`config.mk`:
```
export PLATFORM = sky130hd
export DESIGN_NAME = multicycle_sequencer
export DESIGN_NICKNAME = d
export VERILOG_FILES = /design/src/rtl/multicycle_sequencer.sv
export SDC_FILE = /design/constraint.sdc
export NUM_CORES = 1
export LEC_CHECK = 0
export CAP_MARGIN = 20
export CORE_MARGIN = 2
export CORE_UTILIZATION = 25
export DETAILED_ROUTE_END_ITERATION = 6
export SYNTH_ARGS = -nofsm -noshare
export SYNTH_HDL_FRONTEND = slang
export SYNTH_SLANG_ARGS = --single-unit
```
`constraint.sdc`:
```
create_clock -name clk -period 2.41 [get_ports clk]
set_input_delay 0.482 -clock clk [delete_from_list [all_inputs] [get_ports clk]]
set_output_delay 0.482 -clock clk [all_outputs]
set_load 0.01 [all_outputs]
```
`src/rtl/multicycle_sequencer.sv`:
```
// multicycle_sequencer: multi-cycle control FSM sequencing fetch/decode/exec/mem/wb over one shared memory port
// Ports: clk; reset_n (synchronous, active-high); mem_rdata/mem_ack in; mem_req/mem_we/mem_addr_sel out;
//   inst/ALUOp/func plus datapath controls out; pc_write, out_valid and halted status out.
// Build option MEM_TIMEOUT_EN: bounded ack wait of ACK_TIMEOUT cycles ending in HALT, with a sticky timeout output.
module multicycle_sequencer #(
  parameter int WORD_SIZE   = 16,
  parameter int ACK_TIMEOUT = 255
) (
  input  logic                 clk,
  input  logic                 reset_n,
  input  logic [WORD_SIZE-1:0] mem_rdata,
  input  logic                 mem_ack,
  output logic                 mem_req,
  output logic                 mem_we,
  output logic                 mem_addr_sel,
  output logic [WORD_SIZE-1:0] inst,
  output logic                 RegDst,
  output logic                 Jump,
  output logic                 Branch,
  output logic                 MemRead,
  output logic                 MemtoReg,
  output logic                 MemWrite,
  output logic                 ALUSrc,
  output logic                 RegWrite,
  output logic [3:0]           ALUOp,
  output logic [5:0]           func,
  output logic                 pc_write,
  output logic                 out_valid,
`ifdef MEM_TIMEOUT_EN
  output logic                 timeout,
`endif
  output logic                 halted
);
  typedef enum logic [2:0] {FETCH, DECODE, EXEC, MEM, WB, HALT} state_t;
  typedef enum logic [2:0] {C_ALUR, C_ALUI, C_LWD, C_SWD, C_BR, C_JMP, C_WWD, C_HLT} cls_t;
  state_t state, state_n;
  cls_t cls, cls_d;
  logic legal;
  logic [WORD_SIZE-1:0] ir;
  logic [3:0] op;
  logic [5:0] fn;
  if (ACK_TIMEOUT < 1 || ACK_TIMEOUT > 255) begin : g_bad_timeout
    $error("ACK_TIMEOUT must fit the 8-bit wait counter");
  end
  assign op = ir[15:12];
  assign fn = ir[5:0];
  assign cls_d = op <= 4'd3 ? C_BR : op <= 4'd6 ? C_ALUI : op == 4'd7 ? C_LWD : op == 4'd8 ? C_SWD :
                 op == 4'd9 ? C_JMP : fn < 6'd8 ? C_ALUR : fn == 6'd28 ? C_WWD : C_HLT;
  assign legal = op <= 4'd9 || (op == 4'd15 && (fn < 6'd8 || fn == 6'd28 || fn == 6'd29));
  // inst is forced to zero while resetting or halted so every output reads 0 there
  assign inst  = (reset_n || state == HALT) ? '0 : ir;
  assign ALUOp = inst[15:12];
  assign func  = inst[5:0];
`ifdef MEM_TIMEOUT_EN
  logic [7:0] wait_cnt;
  logic waiting, expire;
  assign waiting = state == FETCH || state == MEM;
  // an ack arriving in the expiry cycle completes the access instead of timing out
  assign expire = waiting && !mem_ack && wait_cnt == 8'(ACK_TIMEOUT - 1);
  always_ff @(posedge clk) begin
    if (reset_n) begin
      wait_cnt <= '0;
      timeout  <= 1'b0;
    end else begin
      wait_cnt <= waiting && !mem_ack ? wait_cnt + 8'd1 : '0;
      timeout  <= timeout || expire;
    end
  end
`endif
  always_ff @(posedge clk) begin
    if (reset_n) begin
      state <= FETCH;
      ir    <= '0;
      cls   <= C_ALUR;
    end else begin
      state <= state_n;
      if (state == FETCH && mem_ack) ir <= mem_rdata;
      if (state == DECODE) cls <= cls_d;
    end
  end
  always_comb begin
    state_n = state;
    {mem_req, mem_we, mem_addr_sel, Jump, Branch, MemRead, MemtoReg, MemWrite, RegWrite, pc_write, out_valid, halted} = '0;
    case (state)
      FETCH: begin
        mem_req = 1'b1;
        state_n = mem_ack ? DECODE : FETCH;
      end
      DECODE: state_n = legal ? EXEC : HALT;
      EXEC: begin
        Branch    = cls == C_BR;
        Jump      = cls == C_JMP;
        out_valid = cls == C_WWD;
        pc_write  = cls inside {C_BR, C_JMP, C_WWD};
        state_n   = cls inside {C_ALUR, C_ALUI} ? WB : cls inside {C_LWD, C_SWD} ? MEM : cls == C_HLT ? HALT : FETCH;
      end
      MEM: begin
        mem_req      = 1'b1;
        mem_addr_sel = 1'b1;
        mem_we       = cls == C_SWD;
        MemWrite     = cls == C_SWD;
        MemRead      = cls == C_LWD;
        pc_write     = mem_ack && cls == C_SWD;
        state_n      = !mem_ack ? MEM : cls == C_LWD ? WB : FETCH;
      end
      WB: begin
        RegWrite = 1'b1;
        pc_write = 1'b1;
        MemtoReg = cls == C_LWD;
        state_n  = FETCH;
      end
      default: begin
        halted  = 1'b1;
        state_n = HALT;
      end
    endcase
    // ALU operand selects stay stable from EXEC until the result is consumed
    RegDst = (state inside {EXEC, WB}) && cls == C_ALUR;
    ALUSrc = (state inside {EXEC, MEM, WB}) && (cls inside {C_ALUI, C_LWD, C_SWD});
`ifdef MEM_TIMEOUT_EN
    if (expire) state_n = HALT;
`endif
    if (reset_n) begin
      {mem_req, mem_we, mem_addr_sel, RegDst, Jump, Branch, MemRead, MemtoReg, MemWrite, ALUSrc, RegWrite, pc_write, out_valid, halted} = '0;
      state_n = FETCH;
    end
  end
endmodule

```
==> results.sh <==
export IMPL_clock_skew_ps=4.45
export IMPL_combPwrFrac=0.258
export IMPL_internal_power_mw=0.658
export IMPL_drive_above_1_share=0.103
export IMPL_syn_nets=210
export IMPL_cts_buffers=3
export IMPL_core_area_mm2=0.00520
export IMPL_hold_depth=2
export IMPL_cts_tree="yes"
export IMPL_clkPwrFrac=0.287
export IMPL_slowest_stage="clkdlybuf4s50_1"
export IMPL_vias_per_cell=4.46
export IMPL_outcome="complete, no violations"
export IMPL_holdBufCountCts=0
export IMPL_antenna_found_initial=0
export IMPL_max_slew_margin_rel=0.679
export IMPL_synthTopCellsByCount="41 x nand2_1, 23 x a21oi_1, 22 x dfxtp_1"
export IMPL_syn_inst=191
export IMPL_diodes=0
export IMPL_stdcell_area_mm2=0.00203
export IMPL_cts_sinks=22
export IMPL_synth_largest_area_cell="dfxtp_1"
export IMPL_fin_crit_sh=0.970
export IMPL_routedWlPerCell_um=11.8
export IMPL_dpl_cell_area_mm2=0.00199
export IMPL_grt_pass1_wl_um=6100
export IMPL_clock_root_buffer="clkbuf_8"
export IMPL_setup_viol=0
export IMPL_whs_ps=450
export IMPL_irDropWorstVdd_v=0.000283
export IMPL_routed_wl_um=3680
export IMPL_hold_path_class="flip-flop to flip-flop"
export IMPL_firstDrtPassIters=4
export IMPL_ys_seq_area_frac=0.321
export IMPL_portBuffers=58
export IMPL_dp_hpwl_um=2700
export IMPL_synth_distinct_cells=37
export IMPL_rows=26
export IMPL_drv_slew=0
export IMPL_hold_viol=0
export IMPL_start_util=0.263
export IMPL_netlist_area_mm2=0.00137
export IMPL_clk_latency_ps=270
export IMPL_synth_edff_count=0
export IMPL_grt_start_max_net_pins=23
export IMPL_synthFlopType="dfxtp_1"
export IMPL_ios=59
export IMPL_num_fill_cells=595
export IMPL_grt_use_total=0.121
export IMPL_area_delta_synth_final_pct=48.0
export IMPL_p_switching_mw=0.271
export IMPL_postSynthAreaPerCell_um2=7.18
export IMPL_clk_pin_slew_ps=70
export IMPL_nNetsFinal=262
export IMPL_regArea_um2=440
export IMPL_grt_overflow=0
export IMPL_crit_fanout=8
export IMPL_critPathMaxStageDelay_ps=560
export IMPL_ant_nets=0
export IMPL_async_reset_ff_frac=0
export IMPL_critPathLaunchType="input port"
export IMPL_period_minus_slack_ps=2340
export IMPL_p_sw_frac=0.292
export IMPL_tightest_slew_ps=481
export IMPL_first_global_vias=1330
export IMPL_synth_seq_cells=22
export IMPL_clock_path_buffers=2
export IMPL_yosys_warnings=0
export IMPL_htree_levels=1
export IMPL_worst_path_buf_inv=3
export IMPL_dieArea_mm2=0.00609
export IMPL_setup_tns_ps=0
export IMPL_multi_input_area_um2=798
export IMPL_crit_type="input port to output port"
export IMPL_critPathRequiredTime_ps=1930
export IMPL_drc=0
export IMPL_synthTopCellsByArea="dfxtp_1 32%, nand2_1 11%, a21oi_1 8.4%"
export IMPL_dp_cells=307
export IMPL_cp_depth=4
export IMPL_crit_top_cell="clkdlybuf4s50_1"
export IMPL_stdcell_count=312
export IMPL_netlist_area_leader_share=0.321
export IMPL_worstPathArrival_ps=1860
export IMPL_max_freq_ghz=0.428
export IMPL_totalPowerFinal_mw=0.929
export IMPL_die_w_um=78.1
export IMPL_r2r_cells=5
export IMPL_p_leak_nw=0.885
export IMPL_path_cells="clkdlybuf4s50_1 -> buf_4 -> nor3_1 -> clkdlybuf4s50_1"
export IMPL_die_y_um=78.1
export IMPL_pwr_share_seq=0.456
export IMPL_maxCapViolCount=0
export IMPL_end_kind="output port"
export IMPL_vias=1390
export IMPL_synth_most_common_cell="nand2_1"
export IMPL_power_density_mw_per_mm2=458
export IMPL_drt_iter0_drc=64
export IMPL_gp_congestion=0.784
export IMPL_cp_top_family="buffers and inverters"
cells by family after synthesis:
kind of cell              count (synthesis)  share of synthesized area
muxes                                     1                    0.00730
xor gates and xnor gates                  1                    0.00639
AOI/OAI and AO/OA                        43                      0.181
buffers and inverters                    25                      0.110
and+or+nand+nor                          99                      0.374
DFF                                      22                      0.321
flip-flops by register name (all words and copies together), names as in the netlist:
register and cells:
ir 16, cls 3, state 3
worst register-to-register path: cells and delay by family (launching register included):
| family | cells | cell delay [ps] |
|---|---|---|
| AO/OA/AOI/OAI | 2 | 400 |
| buffers and inverters | 1 | 230 |
| flip-flops | 1 | 460 |
| AND/OR/NAND/NOR | 2 | 380 |
stage by stage:
stage | setup slack, ps | utilization
2_1_floorplan | 469 | -
3_3_place_gp | -173 | 0.382
3_5_place_dp | -199 | 0.382
4_1_cts | 20.6 | 0.386
5_1_grt | -13.2 | 0.390
6_report | 72.5 | 0.390
layer usage:
metal  GRT usage  vias to the layer above  routed length (µm)
li1            -                      734                   -
met1       0.167                      604                1830
met2       0.192                       47                1580
met3      0.0207                        5                 227
met4      0.0368                        0                  44
met5           0                        -                   0
power groups by stage:
stage / Combinational (mW) / Sequential, mW / Clock (mW)
floorplan: 0.156 / 0.419 / 0
detailed placement: 0.251 / 0.431 / 0
CTS: 0.237 / 0.423 / 0.277
global placement: 0.251 / 0.432 / 0
global route: 0.267 / 0.430 / 0.287
finish: 0.240 / 0.423 / 0.266
area by class of cell:
class / count / share of cell area
inverter: 2 / 0.00370
multi-input combinational: 144 / 0.393
timing repair buffer: 70 / 0.316
sequential: 22 / 0.217
clock buffer: 4 / 0.0271
tap: 70 / 0.0432
worst paths after layout:
check | startpoint | end | slack (ps)
setup reg to reg | state[2] | cls[0] | 880
setup / recovery | reset_n | halted | 70
hold reg to reg | ir[8] | ir[8] | 450
hold / removal | ir[8] | ir[8] | 450
placed cells by master (no fill, tap or decap), drive strengths merged, types with 4 or more instances in the layout:
cell           instances
and2                  17
clkdlybuf4s50         22
a31oi                  4
a21oi                 24
buf                   12
o21ai                  6
nand2                 41
dlygate4sd2           34
clkbuf                 4
nor2b                  5
nor2                  11
nor3                   9
dfxtp                 22
what timing repair did:
| item | in CTS | in global routing |
|---|---|---|
| hold endpoints to repair | 0 | 0 |
| pin swaps | 0 | 1 |
| buffers inserted | 0 | 1 |
| gates resized for setup | 37 | 6 |
| endpoints found under the setup margin | 36 | 3 |
Note: power is estimated with default switching activity, not from simulation.
